--- config.mk ---
export PLATFORM = sky130hd
export DESIGN_NAME = ifu_fetch
export DESIGN_NICKNAME = d
export VERILOG_FILES = /design/src/rtl/ifu_fetch.sv
export SDC_FILE = /design/constraint.sdc
export NUM_CORES = 1
export LEC_CHECK = 0
export CORE_MARGIN = 8
export CORE_UTILIZATION = 40
export CTS_CLUSTER_DIAMETER = 50
export CTS_CLUSTER_SIZE = 16
export DETAILED_ROUTE_END_ITERATION = 6
export MAX_ROUTING_LAYER = met4
export PLACE_DENSITY = 0.84
export RECOVER_POWER = 25
export SLEW_MARGIN = 20
export SYNTH_ARGS = -nofsm -noshare
export SYNTH_HDL_FRONTEND = slang
export SYNTH_SLANG_ARGS = --single-unit
--- constraint.sdc ---
create_clock -name clk -period 3.2 [get_ports clk]
set_clock_uncertainty 0.15 [all_clocks]
set_input_delay 0.64 -clock clk [delete_from_list [all_inputs] [get_ports clk]]
set_output_delay 0.64 -clock clk [all_outputs]
set_load 0.03 [all_outputs]
--- src/rtl/ifu_fetch.sv ---
// Instruction fetch unit: owns the PC, issues one imem request at a time
// and holds the returned instruction (with pre-split fields) for decode.
module ifu_fetch #(
    parameter logic [31:0] RESET_PC = 32'h8000_0000,
    parameter logic [31:0] NOP_INST = 32'h0000_0013
) (
    input  logic        clk,
    input  logic        rst,
    output logic        imem_req_valid,
    input  logic        imem_req_ready,
    output logic [31:0] imem_req_addr,
    input  logic        imem_rsp_valid,
    input  logic [31:0] imem_rsp_data,
    input  logic        imem_rsp_err,
    output logic        inst_valid,
    input  logic        inst_ready,
    output logic [31:0] inst,
    output logic [31:0] inst_pc,
    output logic [6:0]  opcode,
    output logic [2:0]  funct3,
    output logic [6:0]  oprand,
    output logic        inst_fault,
    input  logic        npc_take,
    input  logic [31:0] npc_target,
    input  logic        flush_valid,
    input  logic [31:0] flush_pc
);

    localparam logic [1:0] IDLE = 2'd0;
    localparam logic [1:0] REQ  = 2'd1;
    localparam logic [1:0] WAIT = 2'd2;
    localparam logic [1:0] HOLD = 2'd3;

    logic [1:0]  state;
    logic [31:0] pc;
    logic [31:0] inst_r;
    logic        kill;
    logic        fault_r;
    logic        misaligned;

    assign misaligned = (pc[1:0] != 2'b00);

    always_ff @(posedge clk or posedge rst) begin
        if (rst) begin
            state   <= IDLE;
            pc      <= RESET_PC;
            kill    <= 1'b0;
            inst_r  <= NOP_INST;
            fault_r <= 1'b0;
        end else if (flush_valid) begin
            pc <= flush_pc;
            case (state)
                REQ: begin
                    // An accepted request still owes a response; mark it stale.
                    if (!misaligned && imem_req_ready) begin
                        kill  <= 1'b1;
                        state <= WAIT;
                    end else begin
                        state <= REQ;
                    end
                end
                WAIT: begin
                    if (imem_rsp_valid) begin
                        kill  <= 1'b0;
                        state <= REQ;
                    end else begin
                        kill <= 1'b1;
                    end
                end
                default: state <= REQ;
            endcase
        end else begin
            case (state)
                IDLE: state <= REQ;
                REQ: begin
                    if (misaligned) begin
                        fault_r <= 1'b1;
                        inst_r  <= NOP_INST;
                        state   <= HOLD;
                    end else if (imem_req_ready) begin
                        state <= WAIT;
                    end
                end
                WAIT: begin
                    if (imem_rsp_valid) begin
                        if (kill) begin
                            kill  <= 1'b0;
                            state <= REQ;
                        end else begin
                            inst_r  <= imem_rsp_err ? NOP_INST : imem_rsp_data;
                            fault_r <= imem_rsp_err;
                            state   <= HOLD;
                        end
                    end
                end
                HOLD: begin
                    if (inst_ready) begin
                        pc    <= npc_take ? npc_target : pc + 32'd4;
                        state <= REQ;
                    end
                end
                default: state <= IDLE;
            endcase
        end
    end

    assign imem_req_valid = (state == REQ) && !misaligned;
    assign imem_req_addr  = pc;
    assign inst_valid     = (state == HOLD);
    assign inst           = inst_r;
    assign inst_pc        = pc;
    assign opcode         = inst_r[6:0];
    assign funct3         = inst_r[14:12];
    assign oprand         = inst_r[31:25];
    assign inst_fault     = fault_r;

endmodule

==> metrics.yaml, run 1 <==
status: "complete, but fails checks"
failed_checks: "max-capacitance violations, max-slew violations"
drt-initial-drc-count: 359
multi_input_comb_area_mm2: 0.00198
postCtsHoldBufs: 0
yosysSeqAreaShare_pct: 40.6
post-place-ws_ps: 421
via_per_inst: 5.79
areaGrowthSynthToFinish_pct: 52.3
die_h_um: 119
ys_ff_latch: 68
clk_pin_slew_ps: 80
worstPathRequired_ps: 2410
wire_per_inst_um: 20.7
cts_tree: "yes"
antenna_found_initial: 0
p_leak_nw: 2.57
drive_gt1_share_pct: 8.36
cp_slowest_stage_delay_ps: 670
pwr_density_cell_mw_per_mm2: 534
cp.arrival_ps: 1880
async_reset_ff_share_pct: 100
clock_sinks: 68
synth_common_cells: "64 x dfrtp_1, 50 x buf_4, 43 x o21ai_0"
crit_path_start_kind: "register"
avgSynthCellArea_um2: 9.25
fmax_ghz: 0.374
worstMarginPinSlew_ps: 1680
post-cts-setup-buffers: 0
ys_types: 61
period_minus_slack_ps: 2670
gp_congestion: 0.868
regArea_mm2: 0.00171
worst_path_max_delay_cell: "clkdlybuf4s50_1"
end_kind: "output port"
irDropWorstVdd_uv: 361
h-tree-depth: 3
clk_latency_ps: 330
synth_top_area_share_pct: 38.1
grt_pass1_vias: 4360
die-area_mm2: 0.0141
rsz0062_at_grt: "no"
stdcell_count: 758
fin_crit_sh_pct: 83.5
core_area_mm2: 0.0103
rows: 37
dp.cells: 742
dr_total_vias: 4388
drc: 0
nFillCells: 864
antenna_cells: 0
synth_top_area_cell: "dfrtp_1"
routed_wl_um: 15700
syn_nets: 563
grt.total_usage_pct: 22.2
hold_slack_ps: 360
cts_resized: 0
grt_overflow_total: 0
ys_top_cells_by_area: "dfrtp_1 38%, buf_4 8.9%, a22o_1 7.3%"
yosys_most_used_dff: "dfrtp_1"
grt_pass1_wl_um: 24900
cts_buffers: 9
root_buffer: "clkbuf_8"
cap_violations: 1
cp_cell_sequence: "inv_1 > ha_1 > nand2_1 > inv_2 > clkdlybuf4s50_1"
hold_class: "register to register"
start_util_pct: 40.9
ant_nets: 0
slew_headroom_pct: -11.9
cp_max_fo: 5
worstSetupPathType: "register to output port"
grt_max_degree: 69
firstDrtPassIters: 7
ys_warn_count: 0
die_x_um: 119
dp_hpwl_um: 12100
synth_edf_count: 0
synth.cell_area_mm2: 0.00421
cts_buffer_depth: 2
fin_ws_ps: 528
finalSetupTns_ps: 0
finalHoldViolCount: 0
pin_count: 220
setup_violations: 0
io_buffers: 219
syn_inst: 455
final_max_slew_viol_count: 69
yosysMostFrequentCell: "dfrtp_1"
nets: 725
## report_power, final
group	total, mW	switching [mW]	internal [mW]
Clock	0.885	0.345	0.540
Combinational	1.37	0.788	0.581
Sequential	1.17	0.215	0.956
## per-layer routing
layer	GRT usage (%)	vias up	routed length (um)
met1	26.7	2142	6350
met5	-	-	0
met4	4.90	0	126
met3	4.95	12	1190
met2	37.4	247	8040
li1	-	1987	-
## path summary, 6_finish.rpt
kind                                         startpoint                       endpoint  slack, ps  cells past startpoint
setup / recovery                   state[1]$_DFFE_PP0P_                 imem_req_valid        530                      5
hold / removal                     inst[16]$_DFFE_PP0P_           inst[16]$_DFFE_PP0P_        360                      1
setup reg to reg           imem_req_addr[2]$_DFFE_PP0P_  imem_req_addr[22]$_DFFE_PP0P_        740                      6
hold reg to reg                    inst[16]$_DFFE_PP0P_           inst[16]$_DFFE_PP0P_        360                      1
max in group asynchronous                           rst           state[1]$_DFFE_PP0P_        710                      3
min in group asynchronous                           rst  imem_req_addr[24]$_DFFE_PP0P_       1180                      3
## cell families after synthesis
family / share of synthesized area [%]
compound gates: 26.4
fa+ha+maj: 1.19
buf+inv: 12.5
flops: 40.6
mux: 1.99
simple gates: 17.3
## layout make-up
class / count / area share [%]
Clock buffer: 10 / 2.15
Clock inverter: 6 / 1.74
Inverter: 10 / 0.586
Multi-Input combinational cell: 299 / 31.0
Sequential cell: 68 / 26.6
Tap cell: 136 / 2.66
Timing Repair Buffer: 229 / 35.3
## state kept, by name, summed over array words and instances, names as in the netlist
signal         cells
inst_fault         1
state              2
kill               1
inst              32
imem_req_addr     32
## stage by stage
step	instance area, um^2	util, %	power, mW
finish	6410	62.3	3.42
detailed placement	6170	60.1	2.55
CTS	6420	62.5	3.44
global placement	6170	60.1	2.53
floorplan	4210	-	2.02
global route	6410	62.3	3.59
## worst max-delay path: cells and delay by family (launching register included)
kind / cells / cell delay (ps)
DFF: 1 / 410
buffers and inverters: 3 / 830
adders and majority gates: 1 / 220
and+or+nand+nor: 1 / 100
## cells in the final DEF (no fill, tap or decap), types with 9 or more instances in the layout
cell and instances:
dfrtp_1 64, a22o_1 35, buf_4 9, a31oi_1 9, nand3_1 10, nor2_1 29
o21ai_0 43, clkdlybuf4s50_1 217, nand4_1 11, clkbuf_8 10, nand2_1 35, a22oi_1 10
a21oi_1 22
Note: power is estimated with default switching activity, not from simulation.
==> run 2: changes to the inputs <==
--- a/config.mk
+++ b/config.mk
@@ -6,12 +6,12 @@
 export NUM_CORES = 1
 export LEC_CHECK = 0
 export CORE_MARGIN = 8
-export CORE_UTILIZATION = 40
+export CORE_UTILIZATION = 36
 export CTS_CLUSTER_DIAMETER = 50
 export CTS_CLUSTER_SIZE = 16
 export DETAILED_ROUTE_END_ITERATION = 6
 export MAX_ROUTING_LAYER = met4
-export PLACE_DENSITY = 0.84
+export PLACE_DENSITY = 0.8
 export RECOVER_POWER = 25
 export SLEW_MARGIN = 20
 export SYNTH_ARGS = -nofsm -noshare
==> constraint.sdc (replaced) <==
create_clock -name clk -period 2.3 [get_ports clk]
set_clock_uncertainty 0.15 [all_clocks]
set_input_delay 0.46 -clock clk [delete_from_list [all_inputs] [get_ports clk]]
set_output_delay 0.46 -clock clk [all_outputs]
set_load 0.03 [all_outputs]
==> metrics.yaml, run 2 (synthesis results as in run 1) <==
irDropWorstVdd_uv: 631  # was 361 uV
worstMarginPinSlew_ps: 887  # was 1680 ps
antenna_found_initial: 0  # unchanged
finalSetupTns_ps: 0  # unchanged
rsz0062_at_grt: "no"  # unchanged
core_area_mm2: 0.0114  # was 0.0103 mm^2
rows: 39  # was 37
io_buffers: 219  # unchanged
fin_ws_ps: 53.0  # was 528 ps
dr_total_vias: 4378  # was 4388
h-tree-depth: 3  # unchanged
fmax_ghz: 0.445
routed_wl_um: 15300  # was 15700 um
grt_max_degree: 37  # was 69
dp.cells: 772  # was 742
cp_max_fo: 9  # was 5
drc: 5  # was 0
gp_congestion: 0.930  # was 0.868
setup_violations: 0  # unchanged
period_minus_slack_ps: 2250
worstReg2RegStart: "state[0]$_DFFE_PP0P_"  # was imem_req_addr[2]$_DFFE_PP0P_
antenna_cells: 0  # unchanged
start_util_pct: 36.8  # was 40.9%
clk_pin_slew_ps: 60  # was 80 ps
dp_hpwl_um: 12200  # was 12100 um
pwr_density_cell_mw_per_mm2: 779  # was 534 mW/mm^2
pin_count: 220  # unchanged
worstPathRequired_ps: 1690  # was 2410 ps
worst_path_max_delay_cell: "clkdlybuf4s50_1"  # unchanged
crit_start: "imem_req_addr[18]$_DFFE_PP0P_"  # was state[1]$_DFFE_PP0P_
nets: 748  # was 725
hold_class: "register to register"  # unchanged
die_h_um: 124  # was 119 um
final_cell_mix: "211 x clkdlybuf4s50_1, 63 x dfrtp_1, 43 x o21ai_0, 35 x nand2_1, 35 x a22o_1"  # was 217 x clkdlybuf4s50_1, 64 x dfrtp_1, 43 x o21ai_0, 35 x nand2_1, 35 x a22o_1
crit_family: "buffers and inverters"  # unchanged
final_common_cell: "clkdlybuf4s50_1"  # unchanged
root_buffer: "clkbuf_16"  # was clkbuf_8
cap_violations: 0  # was 1
design_area_mm2: 0.00677  # was 0.00641 mm^2
crit_path_start_kind: "register"  # unchanged
cp_cell_sequence: "clkdlybuf4s50_1"  # was inv_1 > ha_1 > nand2_1 > inv_2 > clkdlybuf4s50_1
areaGrowthSynthToFinish_pct: 60.9  # was 52.3%
grt_pass1_vias: 4424  # was 4360
post-place-ws_ps: 23.4  # was 421 ps
cp_num_buf_inv: 1  # was 3
end_kind: "output port"  # unchanged
power_mw: 5.27  # was 3.42 mW
final_max_slew_viol_count: 0  # was 69
status: "complete, but fails checks"  # unchanged
grt_pass1_wl_um: 23500  # was 24900 um
regArea_mm2: 0.00171  # about the same
worstSetupPathType: "register to output port"  # unchanged
die-area_mm2: 0.0154  # was 0.0141 mm^2
cts_tree: "yes"  # unchanged
nFillCells: 947  # was 864
cp.arrival_ps: 1640  # was 1880 ps
slew_headroom_pct: 40.8  # was -11.9%
worstHoldStart: "inst[17]$_DFFE_PP0P_"  # was inst[16]$_DFFE_PP0P_
cts_buffers: 9  # unchanged
clk_latency_ps: 330  # about the same
via_per_inst: 5.56  # was 5.79
grt.total_usage_pct: 20.0  # was 22.2%
failed_checks: "design-rule violations"  # was max-capacitance violations, max-slew violations
firstDrtPassIters: 7  # unchanged
drive_gt1_share_pct: 12.1  # was 8.36%
wire_per_inst_um: 19.5  # was 20.7 um
place_area_mm2: 0.00640  # was 0.00617 mm^2
grt_overflow_total: 0  # unchanged
stdcell_count: 788  # was 758
p_leak_nw: 2.80  # was 2.57 nW
clock_sinks: 68  # unchanged
hold_slack_ps: 353  # was 360 ps
utilization_pct: 59.3  # was 62.3%
multi_input_comb_area_mm2: 0.00199  # was 0.00198 mm^2
cts_buffer_depth: 2  # unchanged
post-cts-setup-buffers: 0  # unchanged
finalHoldViolCount: 0  # unchanged
cp_slowest_stage_delay_ps: 750  # was 670 ps
cts_resized: 2  # was 0
postCtsHoldBufs: 0  # unchanged
fin_crit_sh_pct: 97.7
drt-initial-drc-count: 291  # was 359
die_x_um: 124  # was 119 um
ant_nets: 0  # unchanged
run 2: changes by cell type in the layout (fill, tap and decap cells not counted), sizes merged:
cell,before,now
clkdlybuf4s50,217,211
clkinvlp,1,2
clkinv,3,0
dlymetal6s2s,0,4
inv,9,10
clkbuf,11,13
buf,10,32
dlygate4sd2,0,2
run 2: cell type report:
type,count,area share (%)
clock inverter,5,1.57
clock buffer,11,3.73
multi-input combinational,299,29.5
timing repair buffer,252,36.7
sequential,68,25.2
inverter,10,0.610
tap,143,2.64
run 2: final timing paths:
path / endpoint / slack (ps) / cells past startpoint
worst min-delay path: inst[17]$_DFFE_PP0P_ / 350 / 1
worst min register to register: inst[17]$_DFFE_PP0P_ / 350 / 1
min in group asynchronous: imem_req_addr[30]$_DFFE_PP0P_ / 740 / 3
worst max-delay path: inst_pc[18] / 50 / 1
worst max register to register: inst[0]$_DFFE_PP1P_ / 110 / 5
max in group asynchronous: inst[11]$_DFFE_PP0P_ / 680 / 3
run 2: power by group:
group | switching (mW) | total (mW) | internal (mW)
Clock | 0.515 | 1.64 | 1.12
Sequential | 0.262 | 1.60 | 1.33
Combinational | 1.15 | 2.04 | 0.890
run 2: metal layers:
metal / share of wire [%] / GRT usage [%] / up-vias / routed length [um]
met3: 9.1 / 5.21 / 19 / 1400
met4: 1.6 / 6.62 / 0 / 251
met1: 42 / 24.0 / 2093 / 6440
li1: - / - / 2034 / -
met5: 0 / - / - / 0
met2: 47 / 32.3 / 232 / 7250
